==> src/rtl/pc_fetch_ctrl_if.sv <==
// Instruction-memory fetch port: address, chip enable and request out, accept back.
// The fetch unit is the master; instruction memory (or a bench) is the slave.
interface pc_fetch_ctrl_if #(
    parameter int ADDR_W = 32
) ();
    logic [ADDR_W-1:0] pc;
    logic              ce;
    logic              req;
    logic              ack;
    logic              misaligned;

    modport master (
        output pc,
        output ce,
        output req,
        output misaligned,
        input  ack
    );

    modport slave (
        input  pc,
        input  ce,
        input  req,
        input  misaligned,
        output ack
    );
endinterface

==> src/rtl/pc_fetch_ctrl.sv <==
// IF-stage program counter: sequential fetch with valid/ack handshake, branch
// redirect (buffered when the current request is not accepted) and exception flush.
module pc_fetch_ctrl #(
    parameter int              ADDR_W    = 32,
    parameter logic [ADDR_W-1:0] RESET_VEC = '0,
    parameter int              STALL_W   = 6
) (
    input  logic                clk,
    input  logic                rst,
    input  logic [STALL_W-1:0]  stall,
    input  logic                flush,
    input  logic [ADDR_W-1:0]   flush_pc,
    input  logic                branch_flag,
    input  logic [ADDR_W-1:0]   branch_target,
    pc_fetch_ctrl_if.master     imem
);

    typedef enum logic [1:0] {
        OFF  = 2'd0,
        RUN  = 2'd1,
        HOLD = 2'd2
    } state_t;

    state_t            state_q, state_d;
    logic [ADDR_W-1:0] pc_q, pc_d;
    logic [ADDR_W-1:0] pend_pc_q, pend_pc_d;
    logic              pend_valid_q, pend_valid_d;
    logic              ce_q;
    logic              misaligned_q;
    logic              req;
    logic              adv;

    // Only the IF bit of the pipeline stall vector matters here.
    logic unused_stall;
    assign unused_stall = ^stall[STALL_W-1:1];

    assign req = (state_q != OFF) && !stall[0] && !flush;
    assign adv = req && imem.ack;

    always_comb begin
        // NOTE: every output of this block gets a default first, so no path leaves a latch.
        state_d      = state_q;
        pc_d         = pc_q;
        pend_pc_d    = pend_pc_q;
        pend_valid_d = pend_valid_q;

        if (state_q == OFF) begin
            state_d = RUN;
        end else if (flush) begin
            pc_d         = flush_pc;
            pend_valid_d = 1'b0;
            state_d      = RUN;
        end else if (branch_flag && adv) begin
            pc_d         = branch_target;
            pend_valid_d = 1'b0;
            state_d      = RUN;
        end else if (branch_flag) begin
            // Newest unaccepted branch wins; an older buffered one is dropped.
            pend_pc_d    = branch_target;
            pend_valid_d = 1'b1;
            state_d      = HOLD;
        end else if (adv && state_q == HOLD) begin
            pc_d         = pend_pc_q;
            pend_valid_d = 1'b0;
            state_d      = RUN;
        end else if (adv) begin
            pc_d = pc_q + ADDR_W'(4);
        end
    end

    // NOTE: sequential state uses non-blocking assignments so all registers update together.
    always_ff @(posedge clk) begin
        if (rst) begin
            state_q      <= OFF;
            pc_q         <= RESET_VEC;
            pend_pc_q    <= '0;
            pend_valid_q <= 1'b0;
            ce_q         <= 1'b0;
            misaligned_q <= 1'b0;
        end else begin
            state_q      <= state_d;
            pc_q         <= pc_d;
            pend_pc_q    <= pend_pc_d;
            pend_valid_q <= pend_valid_d;
            ce_q         <= 1'b1;
            misaligned_q <= |pc_d[1:0];
        end
    end

    assign imem.pc         = pc_q;
    assign imem.ce         = ce_q;
    assign imem.req        = req;
    assign imem.misaligned = misaligned_q;

endmodule

==> src/flat_wrapper.sv <==
// flat-port wrapper written by rule: the top's interface ports become plain ports
module pc_fetch_ctrl_flat 
#(
    parameter int              ADDR_W    = 32,
    parameter logic [ADDR_W-1:0] RESET_VEC = '0,
    parameter int              STALL_W   = 6
)
  (clk, rst, stall, flush, flush_pc, branch_flag, branch_target, imem_pc, imem_ce, imem_req, imem_misaligned, imem_ack);
  pc_fetch_ctrl_if #(.ADDR_W(ADDR_W)) imem_i ();
  input  logic clk;
  input  logic rst;
  input  logic [STALL_W-1:0] stall;
  input  logic flush;
  input  logic [ADDR_W-1:0] flush_pc;
  input  logic branch_flag;
  input  logic [ADDR_W-1:0] branch_target;
  output wire logic [$bits(imem_i.pc)-1:0] imem_pc;
  output wire logic [$bits(imem_i.ce)-1:0] imem_ce;
  output wire logic [$bits(imem_i.req)-1:0] imem_req;
  output wire logic [$bits(imem_i.misaligned)-1:0] imem_misaligned;
  input wire logic [$bits(imem_i.ack)-1:0] imem_ack;
  assign imem_pc = imem_i.pc;
  assign imem_ce = imem_i.ce;
  assign imem_req = imem_i.req;
  assign imem_misaligned = imem_i.misaligned;
  assign imem_i.ack = imem_ack;
  pc_fetch_ctrl #(.ADDR_W(ADDR_W), .RESET_VEC(RESET_VEC), .STALL_W(STALL_W)) u_core (.clk(clk), .rst(rst), .stall(stall), .flush(flush), .flush_pc(flush_pc), .branch_flag(branch_flag), .branch_target(branch_target), .imem(imem_i));
endmodule
==> config.mk <==
export PLATFORM = sky130hd
export DESIGN_NAME = pc_fetch_ctrl_flat
export DESIGN_NICKNAME = d
export VERILOG_FILES = /design/src/rtl/pc_fetch_ctrl_if.sv /design/src/rtl/pc_fetch_ctrl.sv /design/src/flat_wrapper.sv
export SDC_FILE = /design/constraint.sdc
export NUM_CORES = 1
export LEC_CHECK = 0
export BUFFER_PORTS_ARGS = -buffer_cell sky130_fd_sc_hd__buf_2
export CORE_ASPECT_RATIO = 2
export CORE_MARGIN = 4
export CORE_UTILIZATION = 45
export DETAILED_ROUTE_END_ITERATION = 8
export PLACE_DENSITY = 0.69
export SYNTH_ARGS = -nofsm -noshare
export SYNTH_HDL_FRONTEND = slang
export SYNTH_SLANG_ARGS = --single-unit
==> constraint.sdc <==
create_clock -name clk -period 2.1 [get_ports clk]
set_clock_uncertainty 0.05 [all_clocks]
set_input_delay 0 -clock clk [delete_from_list [all_inputs] [get_ports clk]]
set_output_delay 0 -clock clk [all_outputs]
set_load 0.01 [all_outputs]
Word-level counts from Yosys, hierarchy flattened
Cells that the tools add are included.
W data, S select, Z words.
{"block": "op_classes", "mux": 12, "bitwise_logic": 3, "n_reduce_logical": 16, "n_addsub": 1, "eq_ne": 2}
{"cell": "$mux W32", "n": 5}
{"cell": "$add A32 B3 Y32 const B", "n": 1}
{"cell": "$mux W2", "n": 3}
{"cell": "$logic_and A1 B1 Y1", "n": 5}
{"cell": "$reduce_bool A5 Y1", "n": 1}
{"cell": "$mux W1", "n": 4}
{"cell": "$reduce_and A4 Y1", "n": 1}
{"cell": "$reduce_bool A2 Y1", "n": 2}
{"cell": "$reduce_bool A4 Y1", "n": 1}
{"cell": "$reduce_or A4 Y1", "n": 1}
{"cell": "$ne A3 B2 Y1 const B", "n": 1}
{"cell": "$not A1 Y1", "n": 3}
{"cell": "$reduce_and A3 Y1", "n": 1}
{"cell": "$eq A2 B2 Y1 const B", "n": 1}
{"cell": "$logic_not A1 Y1", "n": 2}
{"cell": "$logic_not A2 Y1", "n": 1}
{"cell": "$reduce_or A2 Y1", "n": 1}
{"block": "word_totals", "elab_cells": 41, "out_inout_bits": 35, "ff_bits": 68, "input_bits": 75}

Depth between registers and ports, before layout
{"block": "depth", "depth_word": 11, "mapped_depth": 9, "ltp_nobuf": 6}

Worst setup path before layout
No wires, ideal clock.
{"block": "synth_timing", "path_kind": "reg-to-reg", "startpoint": "register u_core.pc_q[13], in the netlist u_core.imem.pc[13]", "endpoint": "register u_core.pc_q[30], in the netlist u_core.imem.pc[30]", "path_slack_ns": 0.053, "setup_time_ns": 0.103, "stages_incl_launch_ff": 7, "arrival_time_ns": 1.893, "period_less_slack_ns": 2.047, "n_path_buf": 1, "t_required_ns": 1.947, "path_cell_list": "dfxtp_1 nand3_4 or4_4 buf_6 nor4_4 o21ai_2 a2111oi_2"}
{"block": "synth_via", "elab_chain_len": 6}
{"element": "start: declaration", "line": "pc_fetch_ctrl.sv:25", "rtl": "logic [ADDR_W-1:0] pc_q, pc_d;"}
{"element": "start signal: assignment", "line": "pc_fetch_ctrl.sv:82", "rtl": "pc_q <= pc_d;"}
{"element": "$add A32 B3 Y32", "line": "pc_fetch_ctrl.sv:67", "rtl": "pc_d = pc_q + ADDR_W'(4);"}
{"element": "$mux W32", "line": "pc_fetch_ctrl.sv:66", "rtl": "end else if (adv) begin"}
{"element": "$mux W32", "line": "pc_fetch_ctrl.sv:62", "rtl": "end else if (adv && state_q == HOLD) begin"}
{"element": "$mux W32", "line": "pc_fetch_ctrl.sv:57", "rtl": "end else if (branch_flag) begin"}
{"element": "$mux W32", "line": "pc_fetch_ctrl.sv:53", "rtl": "end else if (branch_flag && adv) begin"}
{"element": "$mux W32", "line": "pc_fetch_ctrl.sv:49", "rtl": "end else if (flush) begin"}
No other way between the ends. The select of a mux whose other input is x is not followed.
A chain may end at the register's enable or synchronous reset.

Worst setup path in the final report
{"block": "layout_timing", "startpoint": "register u_core.pc_q[19], in the netlist u_core.imem.pc[19]", "endpoint": "register u_core.pc_q[30], in the netlist u_core.imem.pc[30]"}
Same word-level chain as after synthesis.

==> flow_summary.json <==
{
  "finalNetCount": 749,
  "setup_viol": 0,
  "syn-cell-area_sq_um": 3960,
  "clk_path_buf_depth": 2,
  "n_antenna_cell": 0,
  "layout-drive-gt1-share_pct": 27.5,
  "area_growth_pct": 40.7,
  "grt_start_max_net_pins": 57,
  "fin_setup_tns_ps": 0,
  "grt_pass1_wl_microns": 23300,
  "synth_cell_type_count": 63,
  "core-area_sq_um": 8590,
  "rows": 48,
  "rsz0062_at_grt": "false",
  "post_cts_buffers": 0,
  "syn_area_per_cell_sq_um": 7.83,
  "cts.reportedPaths.clkPinSlew_ps": 50,
  "htree_levels": 3,
  "max_freq_mhz": 491,
  "yosys_warnings": 0,
  "gr-total-overflow": 0,
  "cts_tree": "yes",
  "drt-total-wl_microns": 14800,
  "io_pins": 110,
  "ant_nets": 0,
  "timing.hold.ws_ps": -4.15,
  "synth_fp_nets": 582,
  "cp.required_ps": 2280,
  "drc": 0,
  "die_area_sq_um": 10500,
  "clkSinkCount": 68,
  "ir_worst_vdd_mv": 0.735,
  "synth_edf_count": 0,
  "synthArstFlopShare_pct": 0,
  "finalMaxSlewViolations": 0,
  "hold_viol_final": 1,
  "wl_per_cell_microns": 19.0,
  "arrival_ps": 2210,
  "maxCapViolCount": 0,
  "layout_commonest_cell": "buf_2",
  "post_drt_via_cell_ratio": 6.25,
  "relSlewSlack_pct": 51.9,
  "vias": 4860,
  "hold_path.class": "input pin to register",
  "drtIter0Drc": 432,
  "dr.pass1.iters": 5,
  "power_mw": 3.72,
  "ys.flop_type": "dfxtp_1",
  "seq_area_frac_synth_pct": 34.4,
  "start_util_pct": 46.1,
  "violations": "negative hold slack",
  "grt_pass1_vias": 4853,
  "cts.root.buffer_cell": "clkbuf_16",
  "p_leak_nw": 2.18,
  "dieHeight_microns": 141,
  "port_buffers": 104,
  "die_w_microns": 74.3,
  "endpoint_kind": "register",
  "cp-start-kind": "register",
  "layout_common_cells": "buf_2, nand2_1, dfxtp_1",
  "insertion_delay_ps": 330,
  "synth_seq_cells": 68,
  "power.density_nw_per_um2": 668,
  "grt_usage_pct": 28.7,
  "syn-instance-count": 506,
  "hpwl_microns": 10300,
  "period_share_pct": 96.9,
  "crit_fanout": 11,
  "place_congestion": 0.894,
  "grt_antenna_before_repair": 0,
  "period_needed_ps": 2040,
  "status": "finished with violations",
  "cts_buffers": 9,
  "path_class": "register to register",
  "tightest_slew_ps": 722
}
## path summary, 6_finish.rpt
kind                            slack [ps]                    to                  from  cells after the start
worst max-delay path                    60    u_core.imem.pc[30]    u_core.imem.pc[19]                      5
worst min-delay path                    -4     u_core.imem.pc[1]           flush_pc[1]                      4
worst max register to register          60    u_core.imem.pc[30]    u_core.imem.pc[19]                      5
worst min register to register         410  u_core.pend_pc_q[19]  u_core.pend_pc_q[19]                      2
## cells in the mapped netlist (all sizes together), types with 3 or more instances
cell	count	area, sq um
and3	3	18.8
a221o	8	80.1
o32ai	4	35.0
o31a	12	108
a211oi	9	67.6
o21ai	33	169
a221oi	26	240
a31oi	7	43.8
clkbuf	32	120
xnor2	7	61.3
nor2	17	63.8
dfxtp	68	1360
a32o	4	40.0
nor3	17	95.1
nor4	15	121
buf	10	67.6
nand2b	6	37.5
o221ai	9	78.8
a21oi	47	235
inv	11	41.3
o21a	4	30.0
nand4	8	65.1
nand3	14	82.6
nor3b	3	22.5
a2111oi	3	32.5
o31ai	4	30.0
nand2	93	349
## final cells by class
class	instances	area, sq um
Tap cell	100	125
Clock buffer	14	274
Sequential cell	68	1360
Multi-Input combinational cell	385	2380
Clock inverter	1	30.0
Fill cell	760	3020
Timing Repair Buffer	198	1360
Inverter	11	41.3
## per-stage QoR
step / setup slack, ps / util (%) / cell area, sq um / std cells
global route: 20.3 / 64.9 / 5570 / 777
CTS: 67.3 / 64.7 / 5560 / 777
detailed placement: 90.1 / 55.8 / 4800 / 716
finish: 64.4 / 64.9 / 5570 / 777
floorplan: 53.2 / - / 3960 / 506
global placement: 133 / 55.8 / 4800 / 716
## cells by family after synthesis
| logic type | after synthesis | synth area share (%) |
|---|---|---|
| muxes | 2 | 0.505 |
| AOI/OAI and AO/OA | 185 | 33.2 |
| xor gates and xnor gates | 8 | 1.77 |
| DFF | 68 | 34.4 |
| buffers and inverters | 53 | 5.78 |
| and+or+nand+nor | 189 | 24.1 |
| adders and majority gates | 1 | 0.316 |
## flip-flops by register name (all words and copies together) (netlist names)
| signal | cells |
|---|---|
| u_core.state_q | 2 |
| u_core.imem.ce | 1 |
| u_core.pend_pc_q | 32 |
| u_core.imem.pc | 32 |
| u_core.imem.misaligned | 1 |
## worst max-delay path, cell delays in order, from the launching register on
cell and delay [ps]:
dfxtp_1 420, nand3_1 110, or4_4 640, nor4_4 320
o21ai_2 80, a2111oi_2 300
## repair_timing
| item | in CTS | in global routing |
|---|---|---|
| setup endpoints to repair | 0 | 5 |
| resized for setup | 0 | 4 |
| hold buffers | 46 | 0 |
| hold endpoints to repair | 48 | 0 |
## per-layer routing
metal | up-vias | global-route usage [%] | part of all wire (%)
met3 | 52 | 5.21 | 8.1
met4 | 0 | 16.2 | 4.6
li1 | 2249 | - | -
met5 | - | 0 | 0
met1 | 2277 | 32.7 | 36
met2 | 282 | 48.6 | 51
## where the power goes
group | internal (mW) | total (mW) | leakage, nW | switching, mW
Clock | 1.01 | 1.58 | 0.149 | 0.567
Sequential | 1.36 | 1.44 | 0.556 | 0.0712
Combinational | 0.332 | 0.708 | 1.48 | 0.376
Note: power is estimated with default switching activity, not from simulation.
